**src/rtl/eth_helper_pkg.sv**
```systemverilog
// Shared types for the R-channel stream decoder: stream type tags, AXI RRESP codes, decoder states.
// Latency: none (types and constants only).
// Backpressure: not applicable.
package eth_helper_pkg;

  // Type tags carried in the top bits of a stream header word.
  typedef enum logic [2:0] {
    STREAM_AW = 3'b000,
    STREAM_W  = 3'b001,
    STREAM_R  = 3'b010,
    STREAM_AR = 3'b011,
    STREAM_B  = 3'b100
  } stream_type_e;

  // AXI read response codes.
  typedef enum logic [1:0] {
    RRESP_OKAY   = 2'b00,
    RRESP_EXOKAY = 2'b01,
    RRESP_SLVERR = 2'b10,
    RRESP_DECERR = 2'b11
  } rresp_e;

  // Decoder FSM: waiting for a header, forwarding payload, or discarding a bad packet.
  typedef enum logic [1:0] {
    HDR  = 2'd0,
    DATA = 2'd1,
    SKIP = 2'd2
  } dec_state_e;

  localparam int SKID_DEPTH = 2;

  // Only SLVERR and DECERR are treated as in-band error codes.
  function automatic logic is_err_resp(input logic [1:0] code);
    return (code == RRESP_SLVERR) || (code == RRESP_DECERR);
  endfunction

endpackage

```
**src/rtl/stream_to_axi_r_if.sv**
```systemverilog
// Bundles the inbound stream port and the outbound AXI R port of the decoder.
// Latency: none (wiring only).
// Backpressure: s_ready toward the stream source, m_rready from the AXI sink.
interface stream_to_axi_r_if #(
  parameter int DATA_WIDTH = 128,
  parameter int ID_WIDTH   = 32,
  parameter int USER_WIDTH = 64
);
  logic                  s_valid;
  logic                  s_ready;
  logic                  s_last;
  logic [DATA_WIDTH-1:0] s_data;
  logic [ID_WIDTH-1:0]   m_rid;
  logic [DATA_WIDTH-1:0] m_rdata;
  logic [1:0]            m_rresp;
  logic                  m_rlast;
  logic [USER_WIDTH-1:0] m_ruser;
  logic                  m_rvalid;
  logic                  m_rready;

  // Decoder side: consumes the stream, drives AXI R.
  modport slave (
    input  s_valid, s_last, s_data, m_rready,
    output s_ready, m_rid, m_rdata, m_rresp, m_rlast, m_ruser, m_rvalid
  );

  // Environment side: sources the stream, sinks AXI R.
  modport master (
    output s_valid, s_last, s_data, m_rready,
    input  s_ready, m_rid, m_rdata, m_rresp, m_rlast, m_ruser, m_rvalid
  );
endinterface

```
**src/rtl/axi_r_skid.sv**
```systemverilog
// Two-entry valid/ready buffer holding fully formed AXI R beats; outputs come straight from storage.
// Latency: a push appears at the output the following cycle when the buffer was empty.
// Backpressure: o_full_nxt predicts fullness after this cycle so the producer can register its ready.
module axi_r_skid
  import eth_helper_pkg::*;
#(
  parameter int WIDTH = 8
) (
  input  logic             clk,
  input  logic             reset,
  input  logic             i_vld,
  input  logic [WIDTH-1:0] i_dat,
  output logic             o_vld,
  output logic [WIDTH-1:0] o_dat,
  input  logic             i_rdy,
  output logic             o_full_nxt
);

  logic [WIDTH-1:0] r_mem [SKID_DEPTH];
  logic             r_wr_ptr;
  logic             r_rd_ptr;
  logic [1:0]       r_cnt;

  logic             w_full;
  logic             w_push;
  logic             w_pop;
  logic [1:0]       w_cnt_nxt;

  assign w_full     = (r_cnt == 2'(SKID_DEPTH));
  assign w_push     = i_vld && !w_full;
  assign w_pop      = o_vld && i_rdy;
  assign w_cnt_nxt  = r_cnt + {1'b0, w_push} - {1'b0, w_pop};
  assign o_full_nxt = (w_cnt_nxt == 2'(SKID_DEPTH));
  assign o_vld      = (r_cnt != 2'd0);
  assign o_dat      = r_mem[r_rd_ptr];

  // Pointer and occupancy tracking; reset empties the buffer.
  always_ff @(posedge clk) begin
    if (reset) begin
      r_wr_ptr <= 1'b0;
      r_rd_ptr <= 1'b0;
      r_cnt    <= 2'd0;
    end else begin
      if (w_push) r_wr_ptr <= ~r_wr_ptr;
      if (w_pop)  r_rd_ptr <= ~r_rd_ptr;
      r_cnt <= w_cnt_nxt;
    end
  end

  // Storage needs no reset: contents are only observed while o_vld is high.
  always_ff @(posedge clk) begin
    if (w_push) r_mem[r_wr_ptr] <= i_dat;
  end

endmodule

```
**src/rtl/stream_to_axi_r.sv**
```systemverilog
// Rebuilds AXI R bursts from {header, payload...} stream packets; bad packets are dropped with a proto_err pulse.
// Latency: a payload beat accepted in cycle N is presented on m_rvalid in cycle N+1 when the skid is empty.
// Backpressure: registered s_ready drops in DATA once the 2-entry skid will be full; no comb path from m_rready.
module stream_to_axi_r
  import eth_helper_pkg::*;
#(
  parameter int                           DATA_WIDTH        = 128,
  parameter int                           ID_WIDTH          = 32,
  parameter int                           USER_WIDTH        = 64,
  parameter int                           STREAM_TYPE_WIDTH = 3,
  parameter logic [STREAM_TYPE_WIDTH-1:0] STREAM_TYPE       = STREAM_R,
  parameter int                           DECODE_ERR        = 1
) (
  input  logic                clk,
  input  logic                reset,
  stream_to_axi_r_if.slave    bus,
  output logic                busy,
  output logic                proto_err
);

  localparam int SKID_W = ID_WIDTH + DATA_WIDTH + 3;

  dec_state_e                   r_state;
  logic [ID_WIDTH-1:0]          r_id_q;
  logic                         r_proto_err;
  logic                         r_s_ready;

  logic                         w_accept;
  logic [STREAM_TYPE_WIDTH-1:0] w_tag;
  logic                         w_tag_ok;
  logic                         w_mid_zero;
  logic [1:0]                   w_code;
  logic                         w_is_err;
  logic [1:0]                   w_rresp;
  logic [DATA_WIDTH-1:0]        w_rdata;
  logic                         w_push;
  logic [SKID_W-1:0]            w_push_dat;
  logic                         w_head_vld;
  logic [SKID_W-1:0]            w_head_dat;
  logic                         w_full_nxt;

  assign w_accept   = bus.s_valid && r_s_ready;
  assign w_tag      = bus.s_data[DATA_WIDTH-1 -: STREAM_TYPE_WIDTH];
  assign w_tag_ok   = (w_tag == STREAM_TYPE);
  assign w_mid_zero = (bus.s_data[DATA_WIDTH-STREAM_TYPE_WIDTH-1:2] == '0);
  assign w_code     = bus.s_data[1:0];

  // In-band error word: own type tag, zero body, SLVERR/DECERR code in the low bits.
  // A real payload that happens to look like this is reported as an error too.
  assign w_is_err   = (DECODE_ERR != 0) && w_tag_ok && w_mid_zero && is_err_resp(w_code);
  assign w_rresp    = w_is_err ? w_code : RRESP_OKAY;
  assign w_rdata    = w_is_err ? '0 : bus.s_data;

  assign w_push     = w_accept && (r_state == DATA);
  assign w_push_dat = {r_id_q, w_rdata, w_rresp, bus.s_last};

  axi_r_skid #(
    .WIDTH (SKID_W)
  ) u_skid (
    .clk        (clk),
    .reset      (reset),
    .i_vld      (w_push),
    .i_dat      (w_push_dat),
    .o_vld      (w_head_vld),
    .o_dat      (w_head_dat),
    .i_rdy      (bus.m_rready),
    .o_full_nxt (w_full_nxt)
  );

  assign bus.m_rvalid = w_head_vld;
  assign bus.m_rid    = w_head_dat[SKID_W-1 -: ID_WIDTH];
  assign bus.m_rdata  = w_head_dat[DATA_WIDTH+2 -: DATA_WIDTH];
  assign bus.m_rresp  = w_head_dat[2:1];
  assign bus.m_rlast  = w_head_vld && w_head_dat[0];
  assign bus.m_ruser  = {USER_WIDTH{1'b0}};
  assign bus.s_ready  = r_s_ready;

  assign busy         = (r_state != HDR);
  assign proto_err    = r_proto_err;

  // Packet framing FSM with registered s_ready, latched burst ID and proto_err pulse.
  always_ff @(posedge clk) begin
    if (reset) begin
      r_state     <= HDR;
      r_id_q      <= '0;
      r_proto_err <= 1'b0;
      r_s_ready   <= 1'b0;
    end else begin
      r_proto_err <= 1'b0;
      r_s_ready   <= 1'b1;
      case (r_state)
        HDR: begin
          if (w_accept) begin
            if (bus.s_last) begin
              // Header-only packet: nothing to emit, stay framed on headers.
              r_proto_err <= 1'b1;
            end else if (w_tag_ok) begin
              r_id_q    <= bus.s_data[ID_WIDTH-1:0];
              r_state   <= DATA;
              r_s_ready <= !w_full_nxt;
            end else begin
              r_proto_err <= 1'b1;
              r_state     <= SKIP;
            end
          end
        end
        DATA: begin
          if (w_accept && bus.s_last) begin
            r_state <= HDR;
          end else begin
            r_s_ready <= !w_full_nxt;
          end
        end
        SKIP: begin
          if (w_accept && bus.s_last) r_state <= HDR;
        end
        default: r_state <= HDR;
      endcase
    end
  end

endmodule
```
**src/flat_wrapper.sv**
```systemverilog
// flat-port wrapper written by rule: the top's interface ports become plain ports
module stream_to_axi_r_flat import eth_helper_pkg::*;
#(
  parameter int                           DATA_WIDTH        = 128,
  parameter int                           ID_WIDTH          = 32,
  parameter int                           USER_WIDTH        = 64,
  parameter int                           STREAM_TYPE_WIDTH = 3,
  parameter logic [STREAM_TYPE_WIDTH-1:0] STREAM_TYPE       = STREAM_R,
  parameter int                           DECODE_ERR        = 1
)
  (clk, reset, busy, proto_err, bus_s_valid, bus_s_last, bus_s_data, bus_m_rready, bus_s_ready, bus_m_rid, bus_m_rdata, bus_m_rresp, bus_m_rlast, bus_m_ruser, bus_m_rvalid);
  stream_to_axi_r_if #(.DATA_WIDTH(DATA_WIDTH), .ID_WIDTH(ID_WIDTH), .USER_WIDTH(USER_WIDTH)) bus_i ();
  input  logic clk;
  input  logic reset;
  output logic busy;
  output logic proto_err;
  input wire logic [$bits(bus_i.s_valid)-1:0] bus_s_valid;
  input wire logic [$bits(bus_i.s_last)-1:0] bus_s_last;
  input wire logic [$bits(bus_i.s_data)-1:0] bus_s_data;
  input wire logic [$bits(bus_i.m_rready)-1:0] bus_m_rready;
  output wire logic [$bits(bus_i.s_ready)-1:0] bus_s_ready;
  output wire logic [$bits(bus_i.m_rid)-1:0] bus_m_rid;
  output wire logic [$bits(bus_i.m_rdata)-1:0] bus_m_rdata;
  output wire logic [$bits(bus_i.m_rresp)-1:0] bus_m_rresp;
  output wire logic [$bits(bus_i.m_rlast)-1:0] bus_m_rlast;
  output wire logic [$bits(bus_i.m_ruser)-1:0] bus_m_ruser;
  output wire logic [$bits(bus_i.m_rvalid)-1:0] bus_m_rvalid;
  assign bus_i.s_valid = bus_s_valid;
  assign bus_i.s_last = bus_s_last;
  assign bus_i.s_data = bus_s_data;
  assign bus_i.m_rready = bus_m_rready;
  assign bus_s_ready = bus_i.s_ready;
  assign bus_m_rid = bus_i.m_rid;
  assign bus_m_rdata = bus_i.m_rdata;
  assign bus_m_rresp = bus_i.m_rresp;
  assign bus_m_rlast = bus_i.m_rlast;
  assign bus_m_ruser = bus_i.m_ruser;
  assign bus_m_rvalid = bus_i.m_rvalid;
  stream_to_axi_r #(.DATA_WIDTH(DATA_WIDTH), .ID_WIDTH(ID_WIDTH), .USER_WIDTH(USER_WIDTH), .STREAM_TYPE_WIDTH(STREAM_TYPE_WIDTH), .STREAM_TYPE(STREAM_TYPE), .DECODE_ERR(DECODE_ERR)) u_core (.clk(clk), .reset(reset), .bus(bus_i), .busy(busy), .proto_err(proto_err));
endmodule
```
**config.mk**
```make
export PLATFORM = sky130hd
export DESIGN_NAME = stream_to_axi_r_flat
export DESIGN_NICKNAME = d
export VERILOG_FILES = /design/src/rtl/eth_helper_pkg.sv /design/src/rtl/stream_to_axi_r_if.sv /design/src/rtl/axi_r_skid.sv /design/src/rtl/stream_to_axi_r.sv /design/src/flat_wrapper.sv
export SDC_FILE = /design/constraint.sdc
export NUM_CORES = 1
export LEC_CHECK = 0
export ABC_AREA = 1
export CAP_MARGIN = 5
export CORE_MARGIN = 2
export CORE_UTILIZATION = 44
export CTS_BUF_LIST = sky130_fd_sc_hd__clkbuf_4
export DETAILED_ROUTE_END_ITERATION = 16
export PLACE_DENSITY = 0.72
export SETUP_SLACK_MARGIN = 0.15
export SLEW_MARGIN = 20
export SYNTH_ARGS = -nofsm -noshare
export SYNTH_HDL_FRONTEND = slang
export SYNTH_SLANG_ARGS = --single-unit
```
**constraint.sdc**
```tcl
create_clock -name clk -period 25.6 [get_ports clk]
set_input_delay 5.12 -clock clk [delete_from_list [all_inputs] [get_ports clk]]
set_output_delay 5.12 -clock clk [all_outputs]
set_load 0.01 [all_outputs]
```
==> results.txt, run 1 <==
----------------------------------------------------
[Critical path]
  Crit path DAT ... 3490 ps
  Kind of capture point of the worst setup path ... primary output
  Critical path class ... register to primary output
  Sequence of cells on the critical path ... inv_6 > buf_4 > nand2_1 > nand2_1 > clkdlybuf4s50_1
  Stage delay of the slowest cell on the critical path ... 710 ps
  Slowest cell on the critical path ... sky130_fd_sc_hd__buf_4
  Required time at the endpoint of the critical path ... 20480 ps
  Library cell appearing most often on the critical path ... sky130_fd_sc_hd__nand2_1
  Highest net fanout along the worst path ... 94
  Startpoint type of the worst setup path ... register

[Clock network]
  Clock slew at the register clock pins of the worst setup and hold paths ... 60 ps
  Hold-fix buffer count after cts ... 0
  CTS buffer count ... 94
  Post-cts repair resize count ... 0
  Number of buffers between clock root and the deepest sink ... 3
  Setup fix buffers added after clock tree synthesis ... 0
  Depth of the CTS H-tree ... 3
  Clock insertion delay at the later pin of the skew report ... 730 ps
  Sinks on the clock net ... 367
  CTS Root Cell ... sky130_fd_sc_hd__clkbuf_4
  Clock tree from TritonCTS ... built

[Timing]
  Worst Skew ... 52.2 ps
  Worst Hold Slack ... 428 ps
  Transition time at the pin with the least slew margin ... 1110 ps
  Slew headroom ... 0.259
  Max-slew violation count ... 0
  RSZ-0062 raised after global routing ... no
  Final setup vio count ... 0
  Max Fclk ... 0.116 GHz
  Final period utilization ... 0.336
  Final hold viol count ... 0
  Sum Neg Setup Slack ... 0 ps
  Post-layout minimum cycle time ... 8610 ps

[Routing]
  Wire length reported by the detailed router ... 33900 um
  Detailed router's first-iteration violation count ... 564
  Wire length per cell after detailed routing ... 15.2 um
  Average vias per placed instance ... 4.56
  1st-pass router iterations ... 5
  Post-route DRC violation count ... 0
  Post-DRT Antenna Nets ... 0
  Vias after detailed routing ... 10200

[Pwr]
  Highest ir drop seen on vdd ... 0.0460 mV
  Pleak ... 7.70 nW
  Power density cells ... 68.0 nW/um^2

[Global routing]
  Initial antenna violation count ... 3
  GR Layer Usage met3 ... 0.0515
  Remaining global-route overflow ... 0
  Largest net degree at the start of global routing ... 165
  Global Route Usage Sum ... 0.186
  Wire length of the first global-routing pass ... 51700 um
  Global routing usage on met1 ... 0.215
  GR Util met2 ... 0.318
  Grt peak-use layer ... met2
  Number of global-route vias before repair ... 9888

[Final layout]
  Share of layout cells above drive strength 1 ... 0.0954
  Area Growth Syn to Fin ... 26.1%
  FILL cells ... 2926
  Final #Nets ... 1848

[Logic synthesis]
  Number of library cell types mapped by synthesis ... 27
  Post-synthesis cell area ... 15200 sq um
  Dominant cells by area after synthesis ... sky130_fd_sc_hd__edfxtp_1 (64%), sky130_fd_sc_hd__nand2_1 (16%), sky130_fd_sc_hd__dfxtp_1 (5.4%)
  Cell type with the largest total area after synthesis ... sky130_fd_sc_hd__edfxtp_1
  Sequential-to-total area share from yosys stat ... 0.696
  Synthesized instance count ... 1484
  Average instance area after synthesis ... 10.3 sq um
  Flop and latch count out of synthesis ... 367
  Number of warnings printed during yosys synthesis ... 0
  Share of Yosys cell area claimed by the top area cell type ... 0.643

[Outcome]
  Status ... finished, final reports clean

[Floorplanning]
  Area of the core ... 34300 sq um
  Y dimension of the die ... 190 um
  Site Rows ... 68
  Die boundary width ... 190 um
  Die Footprint ... 36100 sq um
  Starting Density ... 0.444
  Num ports ... 364

[Job]
  Number of maximum-capacitance violations ... 0

[Min path]
  HP Class ... register to register

[Place]
  Final GP Congestion ... 0.812
  I/O Buffers ... 299
  Total half-perimeter wirelength after legalization and detailed placement ... 21400 um

----------------------------------------------------
registers in the layout (all words and copies together), names as in the netlist, named ones only:
register	flops
u_core.u_skid.r_mem	326
u_core.r_state	2
u_core.r_id_q	32
u_core.proto_err	1
u_core.u_skid.r_rd_ptr	1
u_core.u_skid.r_cnt	2
u_core.u_skid.r_wr_ptr	1
u_core.bus.s_ready	1
cell usage in the layout, fill, tap and decap left out, drive strengths merged:
cell type,n
nand3,13
o211ai,1
nor4,1
conb,64
clkdlybuf4s50,298
xor2,2
clkinv,17
clkinvlp,1
ha,4
nand4,2
or2,1
inv,75
bufinv,3
nor2,108
edfxtp,326
o21ai,2
a21oi,39
diode,2
buf,5
clkbuf,146
nand2,631
dfxtp,41
nor3,2
report_power, final:
group          internal (mW)  switching [mW]  leakage, nW
registers              0.651         0.00560         3.41
clock network          0.288           0.225        0.751
logic                 0.0646          0.0715         3.54
cell families (layout without fill, tap and decap cells):
logic type      Yosys count  count (layout)  share of synthesized area
compound gates           42              42                     0.0140
xor+xnor                  2               2                    0.00115
fa+ha+maj                 4               4                    0.00329
buf+inv                 310             545                     0.0946
flops                   367             367                      0.696
other cells               1              66                   0.000246
simple gates            758             758                      0.190
metrics by stage:
stage                     power [mW]  std cells  area (sq um)  setup slack [ps]   util
after floorplan                0.740       1547         15500             12680      -
after global placement         0.805       2070         17900             17600  0.523
after detailed placement       0.807       2070         17900             17550  0.523
after CTS                       1.32       2237         19200             16740  0.560
after global routing            1.37       2239         19200             16650  0.560
final                           1.31       2239         19200             16990  0.560
synthesized netlist by cell type (all sizes together):
master	n
nand3	13
or2	1
clkinv	1
conb	1
dfxtp	41
xor2	2
edfxtp	326
ha	4
o21ai	2
nor4	1
o211ai	1
nand4	2
nor2	108
buf	84
a21oi	39
nor3	2
inv	74
clkbuf	151
nand2	631
area by class of cell:
type / count / area [sq um] / area share
Multi-Input combinational cell: 870 / 3430 / 0.179
Clock buffer: 146 / 1100 / 0.0570
Inverter: 75 / 288 / 0.0150
Tap cell: 455 / 569 / 0.0296
Timing Repair Buffer: 303 / 3040 / 0.158
Clock inverter: 21 / 165 / 0.00860
Antenna cell: 2 / 5.00 / 0.000260
Sequential cell: 367 / 10600 / 0.552
worst max-delay path: cells and delay by family (launching register included):
kind | cells | cell delay [ps]
buffers and inverters | 3 | 1870
DFF | 1 | 570
and+or+nand+nor | 2 | 260
path summary, 6_finish.rpt:
check | startpoint | end | slack [ps] | depth (start not counted)
hold reg to reg | u_core.r_id_q[20] | u_core.u_skid.r_mem[0][151] | 430 | 0
setup reg to reg | u_core.r_state[1] | u_core.u_skid.r_mem[1][91] | 23230 | 7
setup / recovery | register | bus_m_rdata[109] | 16990 | 5
hold / removal | u_core.r_id_q[20] | u_core.u_skid.r_mem[0][151] | 430 | 0
per-layer routing:
| layer | up-vias | share of wire |
|---|---|---|
| li1 | 5049 | - |
| met1 | 4735 | 0.39 |
| met2 | 366 | 0.51 |
| met3 | 65 | 0.074 |
| met4 | 0 | 0.027 |
| met5 | - | 0 |
Power figures use the tool's default switching activity.
==> run 2: changes to the inputs <==
==> constraint.sdc (replaced) <==
create_clock -name clk -period 8.67 [get_ports clk]
set_input_delay 1.734 -clock clk [delete_from_list [all_inputs] [get_ports clk]]
set_output_delay 1.734 -clock clk [all_outputs]
set_load 0.01 [all_outputs]
==> run 2 against run 1 <==
Cell count barely moved; worst setup slack worse by 14000 ps; utilization is 0.11 points lower; die area is the same; via count rose by 0.49%; clock skew down 8.5 ps; hold slack better by 9.7 ps; design area fell by 0.19%; combinational power rose to 3.0 times the previous value; largest cell class unchanged; highest routed layer unchanged.
==> results.txt, run 2 (synthesized netlist as in run 1, its figures left out) <==
----------------------------------------------------
[Timing]
  Transition time at the pin with the least slew margin ... 1040 ps
  Sum Neg Setup Slack ... 0 ps
  Final setup vio count ... 0
  Max-slew violation count ... 0
  Post-layout minimum cycle time ... 5440 ps
  Worst Hold Slack ... 437 ps
  RSZ-0062 raised after global routing ... no
  Final hold viol count ... 0
  Max Fclk ... 0.184 GHz
  Final period utilization ... 0.627
  PnR worst setup slack ... 3230 ps
  Worst Skew ... 43.7 ps
  Slew headroom ... 0.307

[Critical path]
  Register-to-register path setup slack ... 5920 ps
  Register-to-Register Path Depth ... 8
  Startpoint type of the worst setup path ... register
  Endpoint of the worst-slack reg-to-reg timing path ... u_core.u_skid.r_mem[1][91]
  Critical path class ... register to primary output
  Kind of capture point of the worst setup path ... primary output
  Buf+Inv Stages, Crit Path ... 3
  Slowest cell on the critical path ... sky130_fd_sc_hd__buf_4
  CP delay by family, top ... buffers and inverters
  Reg2reg start ... u_core.r_state[1]
  Crit path DAT ... 3700 ps
  Highest net fanout along the worst path ... 83
  Library cell appearing most often on the critical path ... sky130_fd_sc_hd__nand2_1
  Required time at the endpoint of the critical path ... 6940 ps
  Stage delay of the slowest cell on the critical path ... 810 ps
  Sequence of cells on the critical path ... inv_6 > buf_4 > nand2_1 > nand2_1 > clkdlybuf4s50_1

[Clock network]
  CTS buffer count ... 91
  Depth of the CTS H-tree ... 3
  CTS Root Cell ... sky130_fd_sc_hd__clkbuf_4
  Sinks on the clock net ... 367
  Clock tree from TritonCTS ... built
  Number of buffers between clock root and the deepest sink ... 3
  Setup fix buffers added after clock tree synthesis ... 0
  Hold-fix buffer count after cts ... 0
  Clock insertion delay at the later pin of the skew report ... 720 ps
  Clock slew at the register clock pins of the worst setup and hold paths ... 60 ps
  Post-cts repair resize count ... 0

[Place]
  Final GP Congestion ... 0.771
  Pre-CTS worst setup slack ... 3930 ps
  I/O Buffers ... 299
  Total half-perimeter wirelength after legalization and detailed placement ... 22400 um

[Floorplanning]
  Y dimension of the die ... 190 um
  Starting Density ... 0.444
  Die boundary width ... 190 um
  Num ports ... 364
  Die Footprint ... 36100 sq um
  Site Rows ... 68
  Area of the core ... 34300 sq um

[Final layout]
  Register with the highest flop count ... u_core.u_skid.r_mem
  Commonest cells after routing, fill and taps aside ... sky130_fd_sc_hd__nand2_1 (630), sky130_fd_sc_hd__edfxtp_1 (326), sky130_fd_sc_hd__clkdlybuf4s50_1 (298)
  Share of layout cells above drive strength 1 ... 0.0909
  Final #Nets ... 1847
  Registers with the most flip-flops ... u_core.u_skid.r_mem: 326 flops, u_core.r_id_q: 32 flops
  Area Growth Syn to Fin ... 25.9%
  Most common library cell in the layout ignoring fill and taps ... sky130_fd_sc_hd__nand2_1
  Largest register FFs ... 326

[Global routing]
  Wire length of the first global-routing pass ... 52800 um
  GR Layer Usage met3 ... 0.0476
  Remaining global-route overflow ... 0
  Initial antenna violation count ... 2
  Largest net degree at the start of global routing ... 150
  Number of global-route vias before repair ... 10000
  Global Route Usage Sum ... 0.190
  Global routing usage on met1 ... 0.229
  GR Util met2 ... 0.328
  Grt peak-use layer ... met2

[Routing]
  Wire length per cell after detailed routing ... 15.6 um
  1st-pass router iterations ... 5
  Post-route DRC violation count ... 0
  Post-DRT Antenna Nets ... 0
  Vias after detailed routing ... 10300
  Wire length reported by the detailed router ... 34900 um
  Average vias per placed instance ... 4.58
  Detailed router's first-iteration violation count ... 544

[Pwr]
  Highest ir drop seen on vdd ... 0.117 mV
  Power density cells ... 200 nW/um^2
  Pleak ... 7.67 nW

[Min path]
  Hold Crit Endpoint ... u_core.u_skid.r_mem[0][139]
  Hold Path Stages ... 0
  HP Class ... register to register
  Worst Hold Launch ... u_core.r_id_q[8]

[Job]
  Number of maximum-capacitance violations ... 0

[Outcome]
  Status ... finished, final reports clean

----------------------------------------------------
==> run 2: worst register-to-register path: cells and delay by family (launching register included) <==
family | cells | cell delay, ps
adder cells (fa/ha/maj) | 1 | 190
buffers and inverters | 4 | 1390
flip-flops | 1 | 310
AND/OR/NAND/NOR | 3 | 440
==> run 2: worst max path at each step <==
stage           startpoint                         to  cells after the start
2_1_floorplan  bus_s_valid  u_core.u_skid.r_mem[1][0]                      4
3_3_place_gp      register              bus_m_rid[22]                      5
3_5_place_dp      register            bus_m_rdata[26]                      5
4_1_cts           register            bus_m_rdata[26]                      5
5_1_grt           register            bus_m_rdata[26]                      5
6_report          register            bus_m_rdata[26]                      5
==> run 2: final cells by class <==
| cell class | count | area (sq um) |
|---|---|---|
| antenna | 2 | 5.00 |
| fill | 2879 | 15100 |
| tap | 455 | 569 |
| sequential | 367 | 10600 |
| inverter | 75 | 288 |
| clock buffer | 136 | 1020 |
| multi-input combinational | 870 | 3430 |
| timing repair buffer | 305 | 3050 |
| clock inverter | 30 | 201 |
==> run 2: per-layer routing <==
layer,wire length [um],vias up
met3,2460,62
met2,17600,407
met4,777,0
met1,14000,4741
met5,0,-
li1,-,5055
==> run 2: metrics by stage <==
stage	instances	total power, mW	util	area (sq um)
final	2240	3.83	0.559	19200
after global placement	2072	2.38	0.524	18000
after CTS	2238	3.88	0.559	19200
after floorplan	1547	2.18	-	15500
after detailed placement	2072	2.39	0.524	18000
after global routing	2240	4.00	0.559	19200
==> run 2: power breakdown <==
group | switching, mW | total (mW) | internal, mW | leakage (nW)
Clock | 0.678 | 1.49 | 0.809 | 0.715
Sequential | 0.0168 | 1.94 | 1.92 | 3.41
Combinational | 0.213 | 0.404 | 0.191 | 3.55
Total | 0.908 | 3.83 | 2.92 | 7.67
==> run 3: changes to the inputs <==
==> constraint.sdc (replaced) <==
create_clock -name clk -period 5.4 [get_ports clk]
set_input_delay 1.08 -clock clk [delete_from_list [all_inputs] [get_ports clk]]
set_output_delay 1.08 -clock clk [all_outputs]
set_load 0.01 [all_outputs]
==> run 3 against run 2 <==
Worst setup slack worse by 2000 ps; sequential power grew 60%; register-to-register slack worse by 3100 ps; cell count grew 0.31%; largest power group unchanged.
==> results.txt, run 3 (synthesized netlist as in run 1, its figures left out) <==
----------------------------------------------------
[Pwr]
  Pleak ... 7.69 nW
  Highest ir drop seen on vdd ... 0.174 mV
  Power density cells ... 314 nW/um^2

[Timing]
  Max Fclk ... 0.239 GHz
  Post-layout minimum cycle time ... 4190 ps
  RSZ-0062 raised after global routing ... no
  Max-slew violation count ... 0
  Worst Hold Slack ... 448 ps
  Final period utilization ... 0.776
  Final setup vio count ... 0
  Final hold viol count ... 0
  Slew headroom ... 0.431
  PnR worst setup slack ... 1210 ps
  Transition time at the pin with the least slew margin ... 852 ps
  Sum Neg Setup Slack ... 0 ps
  Worst Skew ... 49.6 ps

[Critical path]
  Register-to-register path setup slack ... 2860 ps
  Critical path class ... register to primary output
  Highest net fanout along the worst path ... 71
  Startpoint type of the worst setup path ... register
  Register-to-Register Path Depth ... 7
  Kind of capture point of the worst setup path ... primary output
  Endpoint of the worst-slack reg-to-reg timing path ... u_core.u_skid.r_mem[1][97]
  Reg2reg start ... u_core.r_state[1]
  Required time at the endpoint of the critical path ... 4320 ps
  Crit path DAT ... 3110 ps
  Capture point of the worst path ... bus_m_rdata[127]

[Clock network]
  Clock slew at the register clock pins of the worst setup and hold paths ... 60 ps
  Depth of the CTS H-tree ... 3
  CTS Root Cell ... sky130_fd_sc_hd__clkbuf_4
  Clock insertion delay at the later pin of the skew report ... 730 ps
  Hold-fix buffer count after cts ... 0
  Number of buffers between clock root and the deepest sink ... 3
  CTS buffer count ... 92
  Sinks on the clock net ... 367
  Setup fix buffers added after clock tree synthesis ... 0
  Clock tree from TritonCTS ... built
  Post-cts repair resize count ... 0

[Final layout]
  Post-Route Utilization ... 0.560
  Register with the highest flop count ... u_core.u_skid.r_mem
  Area Growth Syn to Fin ... 26.1%
  FILL cells ... 2866
  Share of layout cells above drive strength 1 ... 0.0922
  Largest register FFs ... 326
  Final Non-Filler Cells ... 2247
  Commonest cells after routing, fill and taps aside ... sky130_fd_sc_hd__nand2_1 (630), sky130_fd_sc_hd__edfxtp_1 (326), sky130_fd_sc_hd__clkdlybuf4s50_1 (298)
  Registers with the most flip-flops ... u_core.u_skid.r_mem: 326 flops, u_core.r_id_q: 32 flops
  Most common library cell in the layout ignoring fill and taps ... sky130_fd_sc_hd__nand2_1
  Final #Nets ... 1851

[Floorplanning]
  Die Footprint ... 36100 sq um
  Site Rows ... 68
  Die boundary width ... 190 um
  Starting Density ... 0.444
  Num ports ... 364
  Y dimension of the die ... 190 um
  Area of the core ... 34300 sq um

[Routing]
  Wire length reported by the detailed router ... 34100 um
  Vias after detailed routing ... 10200
  Average vias per placed instance ... 4.52
  Post-route DRC violation count ... 0
  1st-pass router iterations ... 5
  Post-DRT Antenna Nets ... 0
  Wire length per cell after detailed routing ... 15.2 um
  Detailed router's first-iteration violation count ... 579

[Global routing]
  Number of global-route vias before repair ... 9900
  Remaining global-route overflow ... 0
  Wire length of the first global-routing pass ... 51900 um
  Initial antenna violation count ... 3
  Global Route Usage Sum ... 0.186
  Largest net degree at the start of global routing ... 79

[Place]
  Cell count after placement ... 2075
  Pre-CTS worst setup slack ... 1830 ps
  Final GP Congestion ... 0.769
  Total half-perimeter wirelength after legalization and detailed placement ... 22300 um
  I/O Buffers ... 299

[Outcome]
  Status ... finished, final reports clean

[Min path]
  HP Class ... register to register

[Job]
  Number of maximum-capacitance violations ... 0

----------------------------------------------------
run 3: cell types whose count changed in the layout (fill, tap and decap cells not counted), sizes merged:
cell	before	now
diode	2	3
bufinv	3	1
buf	7	10
clkinv	25	33
clkbuf	136	134
clkinvlp	2	1
run 3: per-layer routing:
layer / up-vias / routed length, um / global-route usage
met3: 36 / 2560 / 0.0555
met5: - / 0 / 0
li1: 5060 / - / -
met1: 4715 / 13700 / 0.220
met2: 356 / 17400 / 0.324
met4: 0 / 520 / 0.0647
run 3: power breakdown:
part	total, mW	switching [mW]	internal (mW)
Clock	2.28	1.08	1.19
Combinational	0.656	0.347	0.309
Sequential	3.11	0.0206	3.09
run 3: cell type report:
class                      instances  area [sq um]  area share
antenna                            3          7.51    0.000391
inverter                          75           288      0.0150
timing repair buffer             308          3120       0.162
tap                              455           569      0.0296
clock buffer                     134          1010      0.0524
multi-input combinational        870          3430       0.179
sequential                       367         10600       0.553
clock inverter                    35           170     0.00886
run 3: worst min-delay path by stage:
stage | start | end | slack, ps | depth (start not counted)
2_1_floorplan | u_core.r_id_q[0] | u_core.u_skid.r_mem[0][131] | 430 | 0
3_3_place_gp | u_core.r_id_q[15] | u_core.u_skid.r_mem[0][146] | 430 | 0
3_5_place_dp | u_core.r_id_q[5] | u_core.u_skid.r_mem[1][136] | 440 | 0
4_1_cts | u_core.r_id_q[27] | u_core.u_skid.r_mem[1][158] | 450 | 0
5_1_grt | u_core.r_id_q[21] | u_core.u_skid.r_mem[1][152] | 470 | 0
6_report | u_core.r_id_q[27] | u_core.u_skid.r_mem[1][158] | 450 | 0
run 3: worst max-delay path, cell delays in order, from the launching register on:
cell,delay (ps)
sky130_fd_sc_hd__dfxtp_4,750
sky130_fd_sc_hd__buf_4,750
sky130_fd_sc_hd__nand2_1,100
sky130_fd_sc_hd__nand2_1,150
sky130_fd_sc_hd__clkdlybuf4s50_1,550
run 3: metrics by stage:
stage               area, sq um  total power, mW
floorplan                 15500             3.51
global placement          18000             3.82
detailed placement        18000             3.83
CTS                       19200             6.14
global route              19200             6.33
finish                    19200             6.04
